[config.mk]
export PLATFORM = sky130hd
export DESIGN_NAME = seg_display_driver
export DESIGN_NICKNAME = d
export VERILOG_FILES = /design/src/rtl/seg_pkg.sv /design/src/rtl/seven_seg_decode.sv /design/src/rtl/seg_display_driver.sv
export SDC_FILE = /design/constraint.sdc
export NUM_CORES = 1
export LEC_CHECK = 0
export ABC_AREA = 1
export CORE_ASPECT_RATIO = 1.4
export CORE_MARGIN = 2
export CORE_UTILIZATION = 59
export CTS_CLUSTER_SIZE = 24
export DETAILED_ROUTE_END_ITERATION = 6
export PLACE_DENSITY = 0.86
export RECOVER_POWER = 100
export SKIP_LAST_GASP = 1
export SLEW_MARGIN = 20
export SYNTH_ARGS = -nofsm -noshare
export SYNTH_HDL_FRONTEND = slang
export SYNTH_SLANG_ARGS = --single-unit
[constraint.sdc]
create_clock -name clk -period 1.8 [get_ports clk]
set_input_delay 0.27 -clock clk [delete_from_list [all_inputs] [get_ports clk]]
set_output_delay 0.27 -clock clk [all_outputs]
set_load 0.005 [all_outputs]
[src/rtl/seg_pkg.sv]
// Shared definitions for the 7-segment display path: conversion FSM states,
// the BCD-to-segment pattern table and the double-dabble step helpers.
package seg_pkg;

  typedef enum logic [1:0] {
    ST_IDLE   = 2'd0,
    ST_SHIFT  = 2'd1,
    ST_COMMIT = 2'd2
  } conv_state_t;

  // Active-high segment patterns, bit order g,f,e,d,c,b,a; entry [d] is digit d.
  localparam logic [9:0][6:0] SEG_TABLE = {
    7'h6F, 7'h7F, 7'h07, 7'h7D, 7'h6D, 7'h66, 7'h4F, 7'h5B, 7'h06, 7'h3F
  };

  localparam logic [6:0] SEG_BLANK = 7'h00;

  // Double-dabble correction: a nibble of 5 or more gets 3 added before the shift.
  function automatic logic [3:0] add3(input logic [3:0] nib);
    if (nib >= 4'd5) begin
      return nib + 4'd3;
    end else begin
      return nib;
    end
  endfunction

  // One iteration on {hund, tens, units, bin}: correct each BCD nibble, then shift left.
  function automatic logic [19:0] dd_step(input logic [19:0] sr);
    logic [19:0] t;
    t        = sr;
    t[19:16] = add3(sr[19:16]);
    t[15:12] = add3(sr[15:12]);
    t[11:8]  = add3(sr[11:8]);
    return {t[18:0], 1'b0};
  endfunction

endpackage

[src/rtl/seven_seg_decode.sv]
// Combinational BCD digit to active-high 7-segment pattern (g..a), with blanking.
module seven_seg_decode
  import seg_pkg::*;
(
  input  logic [3:0] bcd,
  input  logic       blank,
  output logic [6:0] pattern
);

  // Look up the digit pattern; blanked or non-decimal codes light nothing.
  always_comb begin
    pattern = SEG_BLANK;
    if (blank) begin
      pattern = SEG_BLANK;
    end else if (bcd <= 4'd9) begin
      pattern = SEG_TABLE[bcd];
    end else begin
      pattern = SEG_BLANK;
    end
  end

endmodule

[src/rtl/seg_display_driver.sv]
// 8-bit binary to 3-digit decimal display driver: sequential double-dabble
// conversion with a one-deep pending request, plus a multiplexed 4-digit scan.
module seg_display_driver
  import seg_pkg::*;
#(
  parameter int SCAN_BITS  = 16,
  parameter bit ACTIVE_LOW = 1'b1
) (
  input  logic       clk,
  input  logic       rst,
  input  logic [7:0] value_in,
  input  logic       value_valid,
  output logic       busy,
  output logic [7:0] seg,
  output logic [3:0] sel
);

  conv_state_t          state_r;
  conv_state_t          state_nxt_s;
  logic [19:0]          sr_r;
  logic [2:0]           cnt_r;
  logic                 pend_r;
  logic [7:0]           pend_val_r;
  logic [3:0]           hund_r;
  logic [3:0]           tens_r;
  logic [3:0]           units_r;
  logic [SCAN_BITS-1:0] scan_r;
  logic [1:0]           idx_s;
  logic [3:0]           digit_s;
  logic                 blank_s;
  logic [6:0]           pattern_s;
  logic [7:0]           seg_r;
  logic [3:0]           sel_r;

  // FSM state register.
  always_ff @(posedge clk) begin
    if (rst) begin
      state_r <= ST_IDLE;
    end else begin
      state_r <= state_nxt_s;
    end
  end

  // FSM next state: a held pending value restarts conversion straight from COMMIT or IDLE.
  always_comb begin
    state_nxt_s = state_r;
    case (state_r)
      ST_IDLE:   state_nxt_s = (value_valid || pend_r) ? ST_SHIFT : ST_IDLE;
      ST_SHIFT:  state_nxt_s = (cnt_r == 3'd7) ? ST_COMMIT : ST_SHIFT;
      ST_COMMIT: state_nxt_s = pend_r ? ST_SHIFT : ST_IDLE;
      default:   state_nxt_s = ST_IDLE;
    endcase
  end

  // FSM outputs: busy whenever a conversion is in flight.
  always_comb begin
    busy = 1'b0;
    if (state_r != ST_IDLE) begin
      busy = 1'b1;
    end else begin
      busy = 1'b0;
    end
  end

  // Conversion datapath, pending capture and display registers (updated only in COMMIT).
  always_ff @(posedge clk) begin
    if (rst) begin
      sr_r       <= 20'd0;
      cnt_r      <= 3'd0;
      pend_r     <= 1'b0;
      pend_val_r <= 8'd0;
      hund_r     <= 4'd0;
      tens_r     <= 4'd0;
      units_r    <= 4'd0;
    end else begin
      case (state_r)
        ST_IDLE: begin
          cnt_r <= 3'd0;
          if (pend_r) begin
            // Older pending request goes first; a simultaneous strobe takes its slot.
            sr_r   <= {12'd0, pend_val_r};
            pend_r <= value_valid;
            if (value_valid) pend_val_r <= value_in;
          end else if (value_valid) begin
            sr_r <= {12'd0, value_in};
          end
        end
        ST_SHIFT: begin
          sr_r  <= dd_step(sr_r);
          cnt_r <= cnt_r + 3'd1;
          if (value_valid) begin
            pend_r     <= 1'b1;
            pend_val_r <= value_in;
          end
        end
        ST_COMMIT: begin
          hund_r  <= sr_r[19:16];
          tens_r  <= sr_r[15:12];
          units_r <= sr_r[11:8];
          cnt_r   <= 3'd0;
          if (pend_r) begin
            sr_r   <= {12'd0, pend_val_r};
            pend_r <= value_valid;
            if (value_valid) pend_val_r <= value_in;
          end else if (value_valid) begin
            pend_r     <= 1'b1;
            pend_val_r <= value_in;
          end
        end
        default: begin
          cnt_r <= 3'd0;
        end
      endcase
    end
  end

  // Free-running scan prescaler; its top two bits pick the digit.
  always_ff @(posedge clk) begin
    if (rst) begin
      scan_r <= '0;
    end else begin
      scan_r <= scan_r + 1'b1;
    end
  end

  assign idx_s = scan_r[SCAN_BITS-1:SCAN_BITS-2];

  // Choose the digit for the current slot and apply leading-zero blanking.
  always_comb begin
    digit_s = 4'd0;
    blank_s = 1'b1;
    case (idx_s)
      2'd0: begin digit_s = units_r; blank_s = 1'b0; end
      2'd1: begin digit_s = tens_r;  blank_s = (hund_r == 4'd0) && (tens_r == 4'd0); end
      2'd2: begin digit_s = hund_r;  blank_s = (hund_r == 4'd0); end
      2'd3: begin digit_s = 4'd0;    blank_s = 1'b1; end
      default: begin digit_s = 4'd0; blank_s = 1'b1; end
    endcase
  end

  seven_seg_decode u_decode (
    .bcd     (digit_s),
    .blank   (blank_s),
    .pattern (pattern_s)
  );

  // Output registers: dp always off, optional inversion for active-low pins.
  always_ff @(posedge clk) begin
    if (rst) begin
      seg_r <= {8{ACTIVE_LOW}};
      sel_r <= {4{ACTIVE_LOW}};
    end else begin
      seg_r <= {8{ACTIVE_LOW}} ^ {1'b0, pattern_s};
      sel_r <= {4{ACTIVE_LOW}} ^ (4'b0001 << idx_s);
    end
  end

  assign seg = seg_r;
  assign sel = sel_r;

endmodule

# Word level (Yosys, flattened, before mapping)
# Memories as Yosys holds them, arrays and structs flattened.
# Cells that the tools add are included.
# word_totals
mem_bits_ro	112
memories	1
in_bits	11
elab_cells	75
register_bits	74
# op_classes
n_shift	1
n_addsub	5
magnitude_cmp	5
n_bitwise	3
muxes	25
n_eq_ne	10
reduce_logical	14
# memory_table
name	depth	word_bits	read_ports	rd_clocked_by_memory_dff	write_ports	line	rtl
(no name shown)	16	7	1	0	0	seven_seg_decode.sv:16	pattern = SEG_TABLE[bcd];
# ops
op	n
2-to-1 mux 20 bit	3
case mux 20 bit (3 select lines)	1
2-to-1 mux 7 bit	3
adder 16 x 1 -> 16 bit (second input constant)	1
2-to-1 mux 8 bit	2
case mux 4 bit (4 select lines)	1
case mux 8 bit (2 select lines)	1
greater-or-equal comparator 4 x 3 -> 1 bit (second input constant)	3
adder 4 x 2 -> 4 bit (second input constant)	2
logical NOT 4 bit	2
2-to-1 mux 4 bit	2
inverter 7 -> 8 bit	1
2-to-1 mux 1 bit	7
equality test 2 bit (second input constant)	3
inequality test 2 bit (second input constant)	3
case mux 2 bit (3 select lines)	1
less-than comparator 4 x 5 -> 1 bit (second input constant)	1
equality test 2 x 1 -> 1 bit (second input constant)	2
less-or-equal comparator 4 bit (second input constant)	1
logical NOT 2 bit	2
inverter 4 bit	1
case mux 1 bit (4 select lines)	1
AND reduction 2 bit	2
nonzero test 2 bit	2
14 further kinds	15

# Depth between registers and ports, before layout
# Gate-level depths: netlist (run 1).
# logic_depth
depth_word	7
depth_mapped	11
mapped_depth_nobuf	10

# Cells and area by module
# Synthesis (run 1) repeated with hierarchy kept, for this count alone.
# unflattened
hier_cells	522
area_unflattened_um2	3697.3
# by_module_without_submodules
module	area_each_um2	cells_each	n_inst	seq_area_each_um2
seg_display_driver	3480.8	484	1	1461.4
seven_seg_decode	216.5	38	1	0.0

# Worst setup path before layout (run 1)
# Ideal clock, no wire load.
# synth_timing
path_kind	register -> register
from	register state_r[0]
to	register sr_r[1]
path_slack_ps	343
path_stages_with_launch	9
period_less_slack_ps	1457
arrival_time_ps	1341
setup_time_ps	116
path_cell_list	dfxtp_1 > inv_1 > ha_1 > buf_2 > clkinv_1 > o211ai_1 > nand3_1 > nor2_1 > nor2_1
# synth_via
elab_chain_cells	3
elab_cells_between_ends	8
cone_classes	eq/ne: 4; mux: 1; reduce/logical: 3
# synth_lines
item	line	rtl
start, declared	seg_display_driver.sv:18	conv_state_t state_r;
start signal, assigned	seg_display_driver.sv:40	state_r <= state_nxt_s;
equality test 2 bit, or another cell as far along	seg_display_driver.sv:76	case (state_r)
inequality test 2 bit (no line), or another cell as far along	-	
AND reduction 3 bit (no line)	-	
end signal, assigned	seg_display_driver.sv:81	sr_r <= {12'd0, pend_val_r};
end signal, assigned	seg_display_driver.sv:85	sr_r <= {12'd0, value_in};
end signal, assigned	seg_display_driver.sv:89	sr_r <= dd_step(sr_r);
end, declared	seg_display_driver.sv:20	logic [19:0] sr_r;
# Several ways; a longest one is shown, not always the timed one.
# A chain may end at the register's enable or synchronous reset.

# Worst setup path in the final report (run 1)
# layout_timing
from	register state_r[0]
to	register pend_r
# layout_via
elab_chain_cells	3
elab_cells_between_ends	7
cone_classes	eq/ne: 3; mux: 1; reduce/logical: 3
# layout_lines
item	line	rtl
equality test 2 x 1 -> 1 bit, or another cell as far along	seg_display_driver.sv:76	
inequality test 2 bit (no line) or nonzero test 3 bit (tied branches)	-	
AND reduction 2 bit (no line)	-	
end signal, assigned	seg_display_driver.sv:82	pend_r <= value_valid;
end signal, assigned	seg_display_driver.sv:103	pend_r <= value_valid;
end, declared	seg_display_driver.sv:22	logic pend_r;
# Several ways; a longest one is shown, not always the timed one.

==> metrics.md, run 1 <==
| Metric | Value |
|---|---|
| Outcome | `complete, no violations` |
| Largest net degree at the start of global routing | `35` |
| Most common cell in the synthesized netlist | `nand2_1` |
| Die area | `a little under 0.007 mm²` |
| Root Driver | `clkbuf_8` |
| Crit Path Max Fanout | `10` |
| Synth Area in Adders | `~5.5%` |
| Filler cells | `~500` |
| Synth top cells by count | `114 x nand2_1, 73 x dfxtp_1, 55 x nor2_1, 51 x inv_1, 45 x nand3_1` |
| Worst EP arrival | `between 1500 and 2000 ps` |
| Synth Flop Type | `dfxtp_1` |
| Net count, final | `between 500 and 600` |
| First-pass GRT wire length | `between 10 and 15 mm` |
| WP data required | `between 2000 and 2500 ps` |
| Core Region | `between 0.005 and 0.006 mm²` |
| Post-DP HPWL | `~5.1 mm` |
| CTS tree | `built` |
| Max stage delay cell, worst path | `ha_2` |
| Cell taking the most area after synthesis | `dfxtp_1` |
| Fin. Hold Viols | `0` |
| Syn Inst Count | `slightly above 500` |
| Total number of vias | `about 3300` |
| Mux contribution to synthesized area | `0%` |
| Setup TNS | `0 ps` |
| CP delay by family, top | `compound AO/OA/AOI/OAI gates` |
| Final ANT Viol Nets | `0` |
| # IOs | `24` |
| Synth Area in Compound Gates | `approximately 17%` |
| CP Launch Type | `register` |
| Worst slew pin tran | `between 500 and 600 ps` |
| Crit end category | `register` |
| Register area | `about 0.0015 mm²` |
| Drc violations | `0` |
| Pre-Repair DR Iteration Count | `5` |
| Main combinational cell family by area after synthesis | `simple AND/OR/NAND/NOR gates` |
| Number of global-route vias before repair | `3117` |
| Layout cells sized above 1 | `between 8 and 9%` |
| Die height | `approximately 97 µm` |
| Clk Latency, worst-skew pair | `roughly 350 ps` |
| Cell variety after synth | `37` |
| Starting Density | `between 60% and 70%` |
| Avg Cell Area, Syn | `7.150 µm²` |
| Max-slew headroom | `between 60% and 70%` |
| Clock sinks | `73` |
| RSZ-0062 raised after global routing | `no` |
| CP cell instances | `inv_1 > ha_2 > clkinv_1 > o21ai_0 > nand3_1 > a31oi_1` |
| Syn-to-layout area delta | `13.23%` |
| Routed Wire Length | `roughly 7.2 mm` |
| Clock transition at the registers of the reported paths | `~70 ps` |
| Post-synth EDFFs | `0` |
| Crit Path Class | `reg2reg` |
| Sequential area share after synthesis | `40.23%` |
| Max Clock Freq | `590.4 MHz` |
| Fin crit share | `~94%` |
| Synthesized cell area | `roughly 0.0036 mm²` |
| Leading post-synthesis cells by cell area | `dfxtp_1 40%, nand2_1 12%, nand3_1 6.2%` |
| XOR/XNOR Fraction of Synth Area | `0%` |
| # Max-Cap Violations | `0` |
| GRT Overall Usage | `a little under a quarter` |
| WL/cell | `11.90 µm` |
| Port bufs | `22` |
| Cts bufs inserted | `9` |
| Warnings, synthesis | `0` |
| Period minus WS final | `around 1700 ps` |
| Drt via density | `about 5.4` |
| Max IR drop VDD | `0.6046 mV` |
| Worst path bufs/invs | `2` |
| DRT iter0 DRCs | `~180` |
| Flop and latch count out of synthesis | `73` |
| Cells after DPL | `a little under 600` |
| Hold Crit Class | `reg2reg` |
| H-tree Lvls | `3` |
| Ant diodes | `0` |
| Synth Area in Simple Gates | `27.49%` |
| Top cell type's share of synthesized area | `between 40 and 50%` |
| Syn nets | `about 540` |
| Final std cells w/o fill | `slightly above 600` |
| Die width | `around 70 µm` |
| Power per cell area | `between 800 and 900 mW/mm²` |
| Grt total ovfl | `0` |
| FFs w/ async S/R, synth | `0%` |
| GPL Wtd Cong | `roughly 0.86` |
| Final setup fails | `0` |
| Bufs on Longest Clock Path | `2` |
| Multi-input logic area | `0.001790 mm²` |
| P_leak | `1.720 nW` |
| Final Max Slew Viols | `0` |
| Worst path max stage delay | `360 ps` |
| Initial antenna violation count | `0` |
| Cell Rows | `33` |
| Worst Skew | `10.36 ps` |
==> worst register-to-register path: cells and delay by family, from the launching register on <==
kind	cells	cell delay [ps]
buffers and inverters	2	330
flip-flops	1	350
AND/OR/NAND/NOR	1	130
AO/OA/AOI/OAI	2	450
adder cells (fa/ha/maj)	1	360
==> metal layers <==
layer | track usage [%] | part of all wire [%]
met1 | 23.55 | 41
met4 | 10.06 | 1.9
met3 | 5.000 | 3.4
met5 | 0 | 0
met2 | 41.94 | 54
==> layout by cell type (no fill, tap or decap), types with 2 or more instances in the layout <==
cell type,count
a21oi_1,44
nor3_1,4
buf_4,6
clkdlybuf4s50_1,9
nand3_1,45
inv_2,3
clkbuf_8,10
ha_1,15
o21ai_1,2
a21oi_2,2
inv_1,50
bufinv_16,3
nand2_2,3
inv_6,2
nand4_1,2
o211ai_1,8
dfxtp_1,72
nor2_4,3
nor2_2,2
o21ai_0,44
dlygate4sd3_1,12
nand2_1,114
nor2_1,56
==> cell families (layout without fill, tap and decap cells) <==
group | count (synthesis) | in the layout
AOI/OAI and AO/OA | 107 | 107
adders and majority gates | 16 | 16
buffers and inverters | 78 | 104
DFF | 73 | 73
other | 1 | 1
and+or+nand+nor | 233 | 233
==> report_power, final <==
group	switching, W	internal, W	leakage [nW]
Sequential	0.0000232	0.00167	0.595
Clock	0.000601	0.000951	0.122
Combinational	0.000158	0.000111	1.00
==> cell type report <==
class,instances,area share [%]
Inverter,57,5.507
Tap cell,70,2.130
Sequential cell,73,35.56
Timing Repair Buffer,32,7.393
Clock inverter,5,2.525
Clock buffer,10,3.347
Multi-Input combinational cell,357,43.54
==> per-stage QoR <==
stage	setup WS [ps]	hold slack [ps]	cell area (µm²)	power (W)	utilization [%]
3_5_place_dp	105.4	422.3	3892	0.002004	65.93
4_1_cts	142.7	432.0	4138	0.003536	70.08
2_1_floorplan	343.4	399.2	3632	0.001910	-
3_3_place_gp	193.8	405.7	3892	0.001993	65.93
5_1_grt	10.73	463.4	4113	0.003630	69.65
6_report	106.2	440.1	4113	0.003509	69.65
==> repair_timing <==
item                       4_1_cts  5_1_grt
cloned                           0        0
resized for setup                5        1
hold buffers                     0        0
buffers inserted                 0        0
setup endpoints to repair        1        1
==> flip-flops by register name, summed over array words and instances, names as in the netlist <==
register,count
tens_r,4
sr_r,20
sel,4
scan_r,16
state_r,2
units_r,4
pend_r,1
hund_r,4
pend_val_r,8
cnt_r,3
seg,7
==> path summary, 6_finish.rpt <==
check | from | slack, ps | endpoint | cells after the start
max | state_r[0] | 110 | pend_r | 6
max reg2reg | state_r[0] | 110 | pend_r | 6
min reg2reg | cnt_r[0] | 440 | cnt_r[0] | 1
min | cnt_r[0] | 440 | cnt_r[0] | 1
(Power assumes the default switching activity.)
==> run 2, diff against run 1 <==
--- a/config.mk
+++ b/config.mk
@@ -8,10 +8,11 @@
 export ABC_AREA = 1
 export CORE_ASPECT_RATIO = 1.4
 export CORE_MARGIN = 2
-export CORE_UTILIZATION = 59
+export CORE_UTILIZATION = 65
+export CTS_BUF_LIST = sky130_fd_sc_hd__clkbuf_2
 export CTS_CLUSTER_SIZE = 24
 export DETAILED_ROUTE_END_ITERATION = 6
-export PLACE_DENSITY = 0.86
+export PLACE_DENSITY = 0.93
 export RECOVER_POWER = 100
 export SKIP_LAST_GASP = 1
 export SLEW_MARGIN = 20
==> constraint.sdc (replaced) <==
create_clock -name clk -period 2 [get_ports clk]
set_input_delay 0.3 -clock clk [delete_from_list [all_inputs] [get_ports clk]]
set_output_delay 0.3 -clock clk [all_outputs]
set_load 0.005 [all_outputs]
==> metrics.md, run 2 (synthesis results as in run 1) <==
| Metric | Value |
|---|---|
| Fin. Hold Viols | `0` |
| R2R Path Start | `scan_r[15]` |
| WHS | `around 420 ps` |
| Net count, final | `~560` |
| Crit end category | `primary output` |
| Core Region | `0.005445 mm²` |
| Outcome | `complete, no violations` |
| Hold Crit Class | `in2reg` |
| Layout cells sized above 1 | `around 8%` |
| Top reg by flops | `sr_r` |
| Total number of vias | `between 3000 and 4000` |
| Largest net degree at the start of global routing | `38` |
| Starting Density | `roughly two thirds` |
| Fin crit share | `about nine tenths` |
| Fin util | `between 70% and 80%` |
| Most used cell, CP | `inv_1` |
| Root Driver | `clkbuf_2` |
| Worst path max stage delay | `380 ps` |
| Min-Delay Startpoint | `value_valid` |
| RSZ-0062 raised after global routing | `no` |
| Cts bufs inserted | `9` |
| Max stage delay cell, worst path | `dfxtp_1` |
| Max-slew headroom | `a little under half` |
| Initial antenna violation count | `0` |
| Final ANT Viol Nets | `0` |
| Drt via density | `~5.4` |
| Port bufs | `22` |
| GRT Overall Usage | `about a quarter` |
| Register area | `approximately 0.0015 mm²` |
| Hold buffer count at CTS | `0` |
| Reg2reg path depth | `7` |
| Filler cells | `approximately 420` |
| WP data required | `1700 ps` |
| First-pass GRT wire length | `roughly 12 mm` |
| Routed Wire Length | `7.248 mm` |
| Final Max Slew Viols | `0` |
| Pre-Repair DR Iteration Count | `5` |
| WL/cell | `between 10 and 15 µm` |
| P_leak | `1.688 nW` |
| Max Clock Freq | `between 500 and 600 MHz` |
| Ant diodes | `0` |
| Cell Rows | `32` |
| CP cell instances | `inv_1 > ha_4 > inv_1 > dlygate4sd2_1` |
| Number of global-route vias before repair | `3057` |
| Clock sinks | `73` |
| GPL Wtd Cong | `just over 0.9` |
| DRT iter0 DRCs | `164` |
| Number of flip-flops in the largest register | `20` |
| Grt total ovfl | `0` |
| Most common cell after layout, fill and taps aside | `nand2_1` |
| Die width | `between 60 and 70 µm` |
| H-tree Lvls | `3` |
| # Max-Cap Violations | `0` |
| Hold path cells | `3` |
| Most frequent cells in the layout | `115 x nand2_1, 72 x dfxtp_1, 56 x nor2_1` |
| Max IR drop VDD | `0.6392 mV` |
| CP Launch Type | `register` |
| Syn-to-layout area delta | `10.61%` |
| Power per cell area | `~700 mW/mm²` |
| Worst slew pin tran | `about 800 ps` |
| Die area | `roughly 0.0062 mm²` |
| Multi-input logic area | `roughly 0.0018 mm²` |
| CTS tree | `built` |
| Worst Skew | `23.96 ps` |
| Crit Path Class | `reg2out` |
| Final setup fails | `0` |
| Worst EP arrival | `between 1000 and 1500 ps` |
| Crit Path Max Fanout | `4` |
| Clock transition at the registers of the reported paths | `~190 ps` |
| RR Endpoint | `seg[5]` |
| Period minus WS final | `roughly 1800 ps` |
| Setup TNS | `0 ps` |
| Worst Hold End | `pend_r` |
| Post-DP HPWL | `5.259 mm` |
| # IOs | `24` |
| Drc violations | `0` |
| Die height | `92.45 µm` |
| Largest regs | `sr_r x20, scan_r x16, pend_val_r x8` |
| Bufs on Longest Clock Path | `2` |
| R2R Setup Slk | `260 ps` |
| Clk Latency, worst-skew pair | `around 500 ps` |
## run 2: worst max path at each step
stage	startpoint	end	slack (ps)	depth (start not counted)
floorplan	state_r[0]	sr_r[1]	540	8
global placement	value_valid	sr_r[6]	240	7
detailed placement	value_valid	sr_r[7]	170	7
CTS	state_r[0]	busy	230	4
global route	state_r[0]	sr_r[2]	90	7
finish	state_r[0]	busy	220	4
## run 2: worst max-delay path, delay by kind of cell (launching register included)
family | cells | cell delay [ps]
buffers and inverters | 3 | 440
flip-flops | 1 | 380
adder cells (fa/ha/maj) | 1 | 180
## run 2: report_power, final
| group | internal (W) | total, W | leakage [nW] | switching [W] |
|---|---|---|---|---|
| registers | 0.00150 | 0.00153 | 0.595 | 0.0000221 |
| clock network | 0.000541 | 0.00105 | 0.0924 | 0.000513 |
| logic | 0.0000980 | 0.000239 | 1.00 | 0.000141 |
## run 2: area by class of cell
type                            instances  area share, %
Clock inverter                          5          2.585
Timing Repair Buffer                   31          6.976
Inverter                               57          5.637
Tap cell                               68          2.118
Sequential cell                        73          36.41
Clock buffer                           10          1.246
Multi-Input combinational cell        357          45.03
## run 2: per-layer routing
metal  share of wire, %  GRT usage (%)
met1                 40          25.85
met2                 55          49.17
met3                3.2          5.468
met4                2.2          9.014
met5                  0              0
## run 2: what timing repair did
action,in CTS,in global routing
gates resized for setup,6,0
endpoints found under the setup margin,1,0
setup buffers,2,0
## run 2: per-stage QoR
step           power, W  setup WS (ps)  cell area [µm²]  instances
2_1_floorplan  0.001719          543.4             3632        508
3_3_place_gp   0.001785          237.7             3867        584
3_5_place_dp   0.001796          166.6             3867        584
4_1_cts        0.002837          234.9             4050        601
5_1_grt        0.002932          94.12             4018        601
6_report       0.002817          220.2             4018        601
==> run 3, diff against run 2 <==
==> constraint.sdc (replaced) <==
create_clock -name clk -period 2 [get_ports clk]
set_input_delay 0.2 -clock clk [delete_from_list [all_inputs] [get_ports clk]]
set_output_delay 0.2 -clock clk [all_outputs]
set_load 0.005 [all_outputs]
==> metrics.md, run 3 (synthesis results as in run 1) <==
| Metric | Value |
|---|---|
| Outcome | `complete, no violations` |
| WP data required | `roughly 2400 ps` |
| Max stage delay cell, worst path | `dfxtp_1` |
| CP Launch Type | `register` |
| H-tree Lvls | `3` |
| Core Region | `between 0.005 and 0.006 mm²` |
| First-pass GRT wire length | `13.00 mm` |
| Cts bufs inserted | `9` |
| Filler cells | `around 450` |
| Fin. Hold Viols | `0` |
| Pre-Repair DR Iteration Count | `5` |
| Die area | `0.006211 mm²` |
| Min-Delay Startpoint | `value_in[2]` |
| Largest net degree at the start of global routing | `33` |
| Setup TNS | `0 ps` |
| Hold path cells | `3` |
| Final setup fails | `0` |
| Max Clock Freq | `549.0 MHz` |
| Clock transition at the registers of the reported paths | `approximately 200 ps` |
| Die height | `just over 90 µm` |
| Initial antenna violation count | `0` |
| CP cell instances | `inv_6 > nand3_1 > nand3_2 > inv_1 > nand2_2 > a21oi_1 > nand2_1` |
| RR Endpoint | `seg[1]` |
| Total number of vias | `between 3000 and 4000` |
| WL/cell | `12.81 µm` |
| Net count, final | `555` |
| Worst path max stage delay | `approximately 640 ps` |
| Starting Density | `66.70%` |
| Clock sinks | `73` |
| R2R Path Start | `scan_r[15]` |
| Worst Skew | `17.83 ps` |
| Worst path bufs/invs | `2` |
| Clk Latency, worst-skew pair | `between 500 and 600 ps` |
| Number of global-route vias before repair | `roughly 3100` |
| Final Max Slew Viols | `0` |
| # Max-Cap Violations | `0` |
| GPL Wtd Cong | `~0.91` |
| Max IR drop VDD | `between 0.4 and 0.5 mV` |
| Power per cell area | `between 600 and 700 mW/mm²` |
| Crit Path Max Fanout | `8` |
| Max-slew headroom | `~28%` |
| Crit end category | `register` |
| GRT Overall Usage | `between 20% and 30%` |
| Reg2reg path depth | `7` |
| WHS | `around 310 ps` |
| Number of flip-flops in the largest register | `20` |
| Top reg by flops | `sr_r` |
| Post-DP HPWL | `approximately 5.5 mm` |
| Grt total ovfl | `0` |
| R2R Setup Slk | `~180 ps` |
| P_leak | `about 1.7 nW` |
| Ant diodes | `0` |
| Most common cell after layout, fill and taps aside | `nand2_1` |
| Routed Wire Length | `between 7 and 8 mm` |
| Die width | `between 60 and 70 µm` |
| Layout cells sized above 1 | `under 10%` |
| Largest regs | `sr_r x20, scan_r x16, pend_val_r x8` |
| Final ANT Viol Nets | `0` |
| Fin crit share | `91.08%` |
| Bufs on Longest Clock Path | `2` |
| Root Driver | `clkbuf_2` |
| # IOs | `24` |
| Hold Crit Class | `in2reg` |
| DRT iter0 DRCs | `254` |
| Drt via density | `roughly 5.5` |
| Period minus WS final | `1822 ps` |
| Most frequent cells in the layout | `114 x nand2_1, 72 x dfxtp_1, 56 x nor2_1` |
| Cell Rows | `32` |
| RSZ-0062 raised after global routing | `no` |
| Drc violations | `0` |
| Syn-to-layout area delta | `9.060%` |
| CP delay by family, top | `flip-flops` |
| CTS tree | `built` |
| Crit Path Class | `reg2reg` |
| Worst EP arrival | `2250 ps` |
| Worst slew pin tran | `1075 ps` |
| Port bufs | `22` |
| Worst Hold End | `pend_val_r[2]` |
==> run 3: cell count changes in the layout (fill, tap and decap cells not counted), sizes merged <==
cell | before | now
buf | 7 | 5
dlymetal6s2s | 0 | 1
dlygate4sd2 | 1 | 0
clkinv | 2 | 7
inv | 57 | 56
bufinv | 3 | 1
==> run 3: power breakdown <==
part | internal [W] | switching, W
combinational | 0.0000976 | 0.000143
sequential | 0.00150 | 0.0000228
clock | 0.000276 | 0.000517
==> run 3: what timing repair did <==
action / in CTS / in global routing
hold buffers: 0 / 0
gates resized for setup: 4 / 2
setup buffers: 2 / 0
endpoints found under the setup margin: 1 / 1
==> run 3: area by class of cell <==
class                      count  area (µm²)  area share, %
inverter                      57       226.5          5.717
clock buffer                   9       45.04          1.137
tap                           68       85.08          2.148
multi-input combinational    357        1795          45.33
clock inverter                 7       61.31          1.548
sequential                    73        1463          36.92
timing repair buffer          30       285.3          7.202
==> run 3: worst max path at each step <==
| stage | slack (ps) | to | from | cells after the start |
|---|---|---|---|---|
| 5_1_grt | 30 | seg[6] | scan_r[15] | 7 |
| 6_report | 180 | seg[1] | scan_r[15] | 7 |
| 2_1_floorplan | 540 | sr_r[1] | state_r[0] | 8 |
| 4_1_cts | 50 | busy | state_r[0] | 4 |
| 3_5_place_dp | 270 | sr_r[9] | state_r[0] | 7 |
| 3_3_place_gp | 380 | sr_r[18] | state_r[0] | 7 |
==> run 3: per-stage QoR <==
step           instances  cell area (µm²)  utilization [%]  setup slack [ps]  power (W)
4_1_cts              601             3986            73.21             46.97   0.002573
6_report             601             3961            72.75             178.4   0.002560
2_1_floorplan        508             3632                -             543.4   0.001719
5_1_grt              601             3961            72.75             33.37   0.002667
3_3_place_gp         583             3860            70.89             376.3   0.001784
3_5_place_dp         583             3860            70.89             265.4   0.001796
==> run 3: worst min-delay path: cells and delay by family <==
family,cells,cell delay [ps]
buffers and inverters,1,410
AO/OA/AOI/OAI,2,200
==> run 3: layer usage <==
metal  vias to the layer above  track usage, %  share of wire, %
li1                       1694               -                 -
met1                      1504           27.56                39
met2                        72           51.07                55
met3                        17           6.683               3.8
met4                         0           10.71               2.1
met5                         -               0                 0
